### src/rtl/interrupt_sequencer.sv
// rtl/interrupt_sequencer.sv - interrupt entry/exit sequencer driving the memory-stage stack and fetch redirect
module interrupt_sequencer #(
    parameter logic [31:0] VECTOR_ADDR  = 32'h0000_0002,
    parameter int          DRAIN_CYCLES = 3
) (
    input  logic        clk,
    input  logic        RESET,
    input  logic        int_req,
    input  logic        rti_req,
    input  logic [31:0] pc_in,
    input  logic [2:0]  ccr_in,
    input  logic        mem_ready,
    input  logic [15:0] pop_data,
    output logic        push_req,
    output logic [15:0] push_data,
    output logic        pop_req,
    output logic [1:0]  counter,
    output logic        int_active,
    output logic        fetch_stall,
    output logic        jump_en,
    output logic [31:0] jump_addr,
    output logic        ccr_load,
    output logic [2:0]  ccr_out
);

    typedef enum logic [3:0] {
        IDLE,
        DRAIN,
        PUSH_PC_H,
        PUSH_PC_L,
        PUSH_FLAGS,
        VECTOR,
        POP_FLAGS,
        POP_PC_L,
        POP_PC_H,
        RESUME
    } state_t;

    localparam logic [2:0] DRAIN_LOAD = (DRAIN_CYCLES > 0) ? 3'(DRAIN_CYCLES - 1) : 3'd0;

    state_t      r_state;
    logic        r_int_req_d;
    logic        r_armed;
    logic        r_pending;
    logic [31:0] r_pc_sv;
    logic [2:0]  r_ccr_sv;
    logic [2:0]  r_drain_cnt;
    logic [15:0] r_rs_pc_h;
    logic [15:0] r_rs_pc_l;
    logic [2:0]  r_rs_ccr;
    logic        w_event;

    // r_armed masks the first cycle after reset, so a request already high
    // when reset releases is not mistaken for a fresh rising edge.
    assign w_event = int_req & ~r_int_req_d & r_armed;

    always_ff @(posedge clk) begin
        if (RESET) begin
            r_state     <= IDLE;
            r_int_req_d <= 1'b0;
            r_armed     <= 1'b0;
            r_pending   <= 1'b0;
            r_pc_sv     <= 32'd0;
            r_ccr_sv    <= 3'd0;
            r_drain_cnt <= 3'd0;
            r_rs_pc_h   <= 16'd0;
            r_rs_pc_l   <= 16'd0;
            r_rs_ccr    <= 3'd0;
        end else begin
            r_int_req_d <= int_req;
            r_armed     <= 1'b1;
            if (r_state != IDLE && w_event) begin
                r_pending <= 1'b1;
            end
            case (r_state)
                IDLE: begin
                    if (rti_req) begin
                        r_state <= POP_FLAGS;
                        if (w_event) begin
                            r_pending <= 1'b1;
                        end
                    end else if (w_event || r_pending) begin
                        r_state     <= (DRAIN_CYCLES == 0) ? PUSH_PC_H : DRAIN;
                        r_pc_sv     <= pc_in;
                        r_ccr_sv    <= ccr_in;
                        r_pending   <= 1'b0;
                        r_drain_cnt <= DRAIN_LOAD;
                    end
                end
                DRAIN: begin
                    if (r_drain_cnt == 3'd0) begin
                        r_state <= PUSH_PC_H;
                    end else begin
                        r_drain_cnt <= r_drain_cnt - 3'd1;
                    end
                end
                PUSH_PC_H:  if (mem_ready) r_state <= PUSH_PC_L;
                PUSH_PC_L:  if (mem_ready) r_state <= PUSH_FLAGS;
                PUSH_FLAGS: if (mem_ready) r_state <= VECTOR;
                VECTOR:     r_state <= IDLE;
                POP_FLAGS: begin
                    if (mem_ready) begin
                        r_rs_ccr <= pop_data[2:0];
                        r_state  <= POP_PC_L;
                    end
                end
                POP_PC_L: begin
                    if (mem_ready) begin
                        r_rs_pc_l <= pop_data;
                        r_state   <= POP_PC_H;
                    end
                end
                POP_PC_H: begin
                    if (mem_ready) begin
                        r_rs_pc_h <= pop_data;
                        r_state   <= RESUME;
                    end
                end
                RESUME:  r_state <= IDLE;
                default: r_state <= IDLE;
            endcase
        end
    end

    // Outputs are a pure decode of the registered state and saved words.
    always_comb begin
        push_req    = 1'b0;
        push_data   = 16'd0;
        pop_req     = 1'b0;
        counter     = 2'd0;
        int_active  = (r_state != IDLE);
        fetch_stall = (r_state != IDLE);
        jump_en     = 1'b0;
        jump_addr   = 32'd0;
        ccr_load    = 1'b0;
        ccr_out     = 3'd0;
        case (r_state)
            PUSH_PC_H: begin
                push_req  = 1'b1;
                push_data = r_pc_sv[31:16];
                counter   = 2'd1;
            end
            PUSH_PC_L: begin
                push_req  = 1'b1;
                push_data = r_pc_sv[15:0];
                counter   = 2'd2;
            end
            PUSH_FLAGS: begin
                push_req  = 1'b1;
                push_data = {13'd0, r_ccr_sv};
                counter   = 2'd3;
            end
            VECTOR: begin
                jump_en   = 1'b1;
                jump_addr = VECTOR_ADDR;
            end
            POP_FLAGS: begin
                pop_req = 1'b1;
                counter = 2'd3;
            end
            POP_PC_L: begin
                pop_req = 1'b1;
                counter = 2'd2;
            end
            POP_PC_H: begin
                pop_req = 1'b1;
                counter = 2'd1;
            end
            RESUME: begin
                jump_en   = 1'b1;
                jump_addr = {r_rs_pc_h, r_rs_pc_l};
                ccr_load  = 1'b1;
                ccr_out   = r_rs_ccr;
            end
            default: ;
        endcase
    end

endmodule

### config.mk
export PLATFORM = sky130hd
export DESIGN_NAME = interrupt_sequencer
export DESIGN_NICKNAME = d
export VERILOG_FILES = /design/src/rtl/interrupt_sequencer.sv
export SDC_FILE = /design/constraint.sdc
export NUM_CORES = 1
export LEC_CHECK = 0
export CAP_MARGIN = 40
export CORE_UTILIZATION = 49
export CTS_CLUSTER_SIZE = 28
export DETAILED_ROUTE_END_ITERATION = 7
export GPL_ROUTABILITY_DRIVEN = 1
export PLACE_DENSITY = 0.85
export SLEW_MARGIN = 5
export SYNTH_ARGS = -nofsm -noshare
export SYNTH_HDL_FRONTEND = slang
export SYNTH_SLANG_ARGS = --single-unit
### constraint.sdc
create_clock -name clk -period 3.6 [get_ports clk]
set_input_delay 0.36 -clock clk [delete_from_list [all_inputs] [get_ports clk]]
set_output_delay 0.36 -clock clk [all_outputs]
set_load 0.03 [all_outputs]
# Yosys cells after proc, flatten, opt, wreduce, memory -nomap -nowiden
# Index checks and enable logic that the tools add are counted.
word_totals:
  inputBits: 56
  elab_cells: 81
  out_inout_bits: 59
  regBits: 80
op_classes:
  bitwise_logic: 4
  n_addsub: 1
  reduce_logical: 18
  mux: 28
  n_eq_ne: 20
ops:
  columns: ["cell", "count"]
  rows:
  - ["$pmux W32 S2", 1]
  - ["$pmux W16 S3", 1]
  - ["$mux W4", 9]
  - ["$pmux W4 S8", 1]
  - ["$ne A2 B2 Y1 const B", 10]
  - ["$eq A4 B3 Y1 const B", 4]
  - ["$mux W3", 4]
  - ["$mux W1", 10]
  - ["$eq A4 B2 Y1 const B", 2]
  - ["$eq A4 B4 Y1 const B", 2]
  - ["$reduce_and A8 Y1", 1]
  - ["$reduce_or A2 Y1", 4]
  - ["$pmux W2 S3", 1]
  - ["$pmux W3 S2", 1]
  - ["$reduce_and A2 Y1", 3]
  - ["$reduce_or A3 Y1", 2]
  - ["$eq A4 B1 Y1 const B", 1]
  - ["$logic_not A4 Y1", 1]
  - ["$reduce_and A4 Y1", 1]
  - ["$reduce_bool A4 Y1", 1]
  - ["$logic_not A3 Y1", 1]
  - ["$ne A3 B3 Y1 const B", 1]
  - ["$reduce_and A3 Y1", 1]
  - ["$sub A3 B1 Y3 const B", 1]
  - ["other kinds (5)", 7]

# Longest topological paths before layout
depth:
  word_depth: 8
  mapped_depth: 7
  depth_no_buf: 7

# Worst setup path before layout
# No wires, ideal clock.
synth_path:
  path_kind: "register to output"
  start: "register r_state[2]"
  end: "output port jump_addr[0]"
  setup_slack_ps: 1669
  path_stages_with_launch: 7
  required_time_ps: 3240
  arrival_time_ps: 1571
  n_path_buf: 3
  path_cell_list: "dfxtp_1 -> buf_2 -> nor2_1 -> and3_1 -> clkbuf_1 -> buf_2 -> and2_1"
synth_via:
  elab_chain_cells: 2
  elab_cells_between_ends: 3
  cone_classes: "eq/ne (2); mux (1)"
synth_lines:
  columns: ["element", "line_no", "text"]
  rows:
  - ["start, declared", "41", "state_t r_state;"]
  - ["start signal, assigned", "83", "r_state <= (DRAIN_CYCLES == 0) ? PUSH_PC_H : DRAIN;"]
  - ["$eq A4 B4 Y1 / $eq A4 B3 Y1 (equally long branches)", "137", "case (r_state)"]
  - ["$pmux W32 S2 (*)", "137", null]
  - ["end, declared", "21", "output logic [31:0] jump_addr,"]
# Mark *: on every way between the ends. The rest lies on a longest branch, timed or not.

# Worst setup path after layout
layout_path:
  start: "register r_state[2]"
  end: "output port push_data[0]"
layout_via:
  elab_chain_cells: 2
  elab_cells_between_ends: 4
  cone_classes: "eq/ne (3); mux (1)"
layout_lines:
  columns: ["element", "line_no", "text"]
  rows:
  - ["$eq A4 B3 Y1 / $eq A4 B2 Y1 (equally long branches)", "137", null]
  - ["$pmux W16 S3 (*)", "137", null]
  - ["end, declared", "15", "output logic [15:0] push_data,"]
# Marked as above.

==> results.md <==
* R2r setup slk at 1.47 ns
* Hold-fix buffers at CTS at 0
* Global Route Usage Sum at between 20% and 30%
* Die Ht at between 80 and 90 µm
* DR vias/cell at 5.20
* Tmin final at a little under 3 ns
* I/O pin cnt at roughly 120
* Commonest cells post-synth: 149 x nand2_1, 80 x dfxtp_1, 75 x a21oi_1, 34 x and2_1, 20 x clkbuf_1
* Netlist cell types at 40
* Hold endpoint: r_rs_pc_l[14]$_SDFFE_PP0P_
* Final period util at 82.2%
* PortBufs at 114
* DRT antenna net count at 0
* TritonRoute pass-1 iters at 4
* Most numerous cell in the Yosys netlist: nand2_1
* Core Util, Final at a little under three quarters
* Type of destination of the critical path: output port
* Sink Count at 80
* Final wirelength at 8830 µm
* Num CTS Buffers at 9
* DRT iter0 DRCs at approximately 140
* Max_slew headroom at about half
* Critical Path RT at 3.24 ns
* H-tree depth at 3
* Drt drc at 0
* Routability congestion estimate at a little under 0.9
* Final hold vios at 0
* Critical Path Start Type: flop
* Core Region at 6830 µm²
* Reg clk slew, reported paths at 0.08 ns
* Vias at about 3400
* CTS Root Buffer Type: clkbuf_8
* Hpwl dp at a little under 6000 µm
* Synth Cell Area at 3490 µm²
* Async S/R FF share, synth at 0%
* Vias in the first global route at 3199
* Detailed-route wire length per cell at 13.5 µm
* Total grt overflow at 0
* Unrepaired setup endpoints after global routing: false
* Die X at 86.4 µm
* DP Cell Count at 637
* CTS max path bufs at 2
* Post-synth top area cell: dfxtp_1
* Largest net degree at the start of global routing at 43
* Post_cts resized at 0
* Initial Util at 51.1%
* Worst min-delay path category: flop to flop
* First-pass GRT wire length at between 10000 and 15000 µm
* Slew Viols, Final at 0
* Min-delay src: r_rs_pc_l[14]$_SDFFE_PP0P_
* Die ar. at 7460 µm²
* Crit path arrival time at 2.60 ns
* CTS tree: done
* Inserted Diodes at 0
* Reg2reg start: r_state[3]$_SDFFE_PP0P_
* Area grow syn2layout at 38.9%
* Status: complete, no violations
* Post-Synthesis Cells at 454
* Worst IR drop on VDD at 0.418 mV
* Skew-Pair Late Insertion Delay at ~0.35 ns
* Area contributors post-synth: dfxtp_1 46%, nand2_1 16%, a21oi_1 11%, and2_1 6.1%, a22o_1 3.3%
* Share of layout cells above drive strength 1 at ~5.4%
* Num rows at 30
* Max-Cap Viols at 0
* Register bit total from synthesis at 80
* Hold path cells at 2
* Post-synth EDFFs at 0
* Top cell type's share of synthesized area at 45.9%
* Sequential element share of the synthesized area at 45.9%
* Cells on worst reg2reg path at 5
* Buffer count from post-CTS setup fixing at 0
* Yosys warning count at 0
* Slew @ Worst Pin at 0.771 ns
* Initial antenna violation count at 0
* Worst r2r dst: r_pc_sv[16]$_SDFFE_PP0P_
* P per Cell Area at 507 nW/µm²
* Fmax at 0.338 GHz
* Kind of critical path: flop to output port
* Main synth FF type: dfxtp_1
* Top fanout value on the critical path at 18
* Pleak at approximately 1.7 nW
* Avg Synthesized Cell Area at 7.69 µm²
* Setup Skew at 0.00700 ns
* TNS Setup at 0 ns
* Final Setup Violations at 0
* Final nets at 610
* Syn Nets at 512
* Fin cells at 653
## metrics by stage
step                      power [mW]  instance area, µm²  hold slack, ns  worst slack [ns]
after CTS                       2.47                4850           0.455             0.669
after detailed placement        1.80                4650           0.444              1.06
after global routing            2.58                4850           0.472             0.511
after global placement          1.77                4620           0.438              1.13
final                           2.46                4850           0.454             0.642
after floorplan                 1.54                3490           0.432              1.67
## cell type report
cell class,count,area (µm²)
timing repair buffer,121,1210
inverter,9,33.8
clock inverter,5,56.3
sequential,80,1600
tap,96,120
multi-input combinational,331,1690
fill,561,1980
clock buffer,11,141
## power by group
group	internal [mW]	switching [mW]
combinational	0.310	0.442
sequential	0.946	0.0939
clock	0.339	0.325
total	1.59	0.861
## registers in the layout, indices dropped and copies added (netlist names)
signal       count
r_int_req_d      1
r_rs_pc_h       16
r_pc_sv         32
r_ccr_sv         3
r_rs_ccr         3
r_state          4
r_rs_pc_l       16
r_pending        1
r_armed          1
r_drain_cnt      3
## critical path, cell delays in order (launching register included)
cell and delay [ns]:
dfxtp_1 0.67, nor4b_1 0.62, a22oi_1 0.17, nand2_1 0.12
clkdlybuf4s50_1 0.67
## routing by layer
metal / track usage [%] / wire length [µm] / up-vias
li1: - / - / 1688
met1: 29.7 / 3710 / 1556
met2: 42.4 / 4340 / 129
met3: 5.43 / 533 / 20
met4: 12.3 / 242 / 0
met5: 0 / 0 / -
## worst max-delay path by stage
stage	from	endpoint	cells after the start
finish	r_state[2]$_SDFFE_PP0P_	push_data[0]	4
floorplan	r_state[2]$_SDFFE_PP0P_	jump_addr[0]	6
detailed placement	r_state[2]$_SDFFE_PP0P_	push_data[0]	4
global placement	r_state[2]$_SDFFE_PP0P_	push_data[2]	4
CTS	r_state[2]$_SDFFE_PP0P_	push_data[0]	4
global route	r_state[2]$_SDFFE_PP0P_	push_data[0]	4
## cells in the final DEF, fill, tap and decap left out, types with 2 or more instances in the layout
cell type and instances:
nand3b_1 2, nand2b_1 4, nor2_1 13, a22o_1 13, clkinv_2 2, nand2_1 149, clkbuf_8 10, nor4_2 2
a22oi_1 3, a21oi_1 75, nand3_1 3, o21ai_0 2, nor3_1 3, and2_1 34, nand4_1 2, clkdlybuf4s50_1 113
dfxtp_1 80, mux2i_1 6, inv_1 8, buf_4 6, ha_1 2
## kinds of logic after synthesis
| group | Yosys count | synth area share (%) |
|---|---|---|
| simple gates | 221 | 28.5 |
| compound gates | 101 | 17.0 |
| fa+ha+maj | 2 | 0.717 |
| flops | 80 | 45.9 |
| mux | 7 | 2.04 |
| buf+inv | 43 | 5.81 |
No activity file was read; power rests on OpenSTA's default activity.
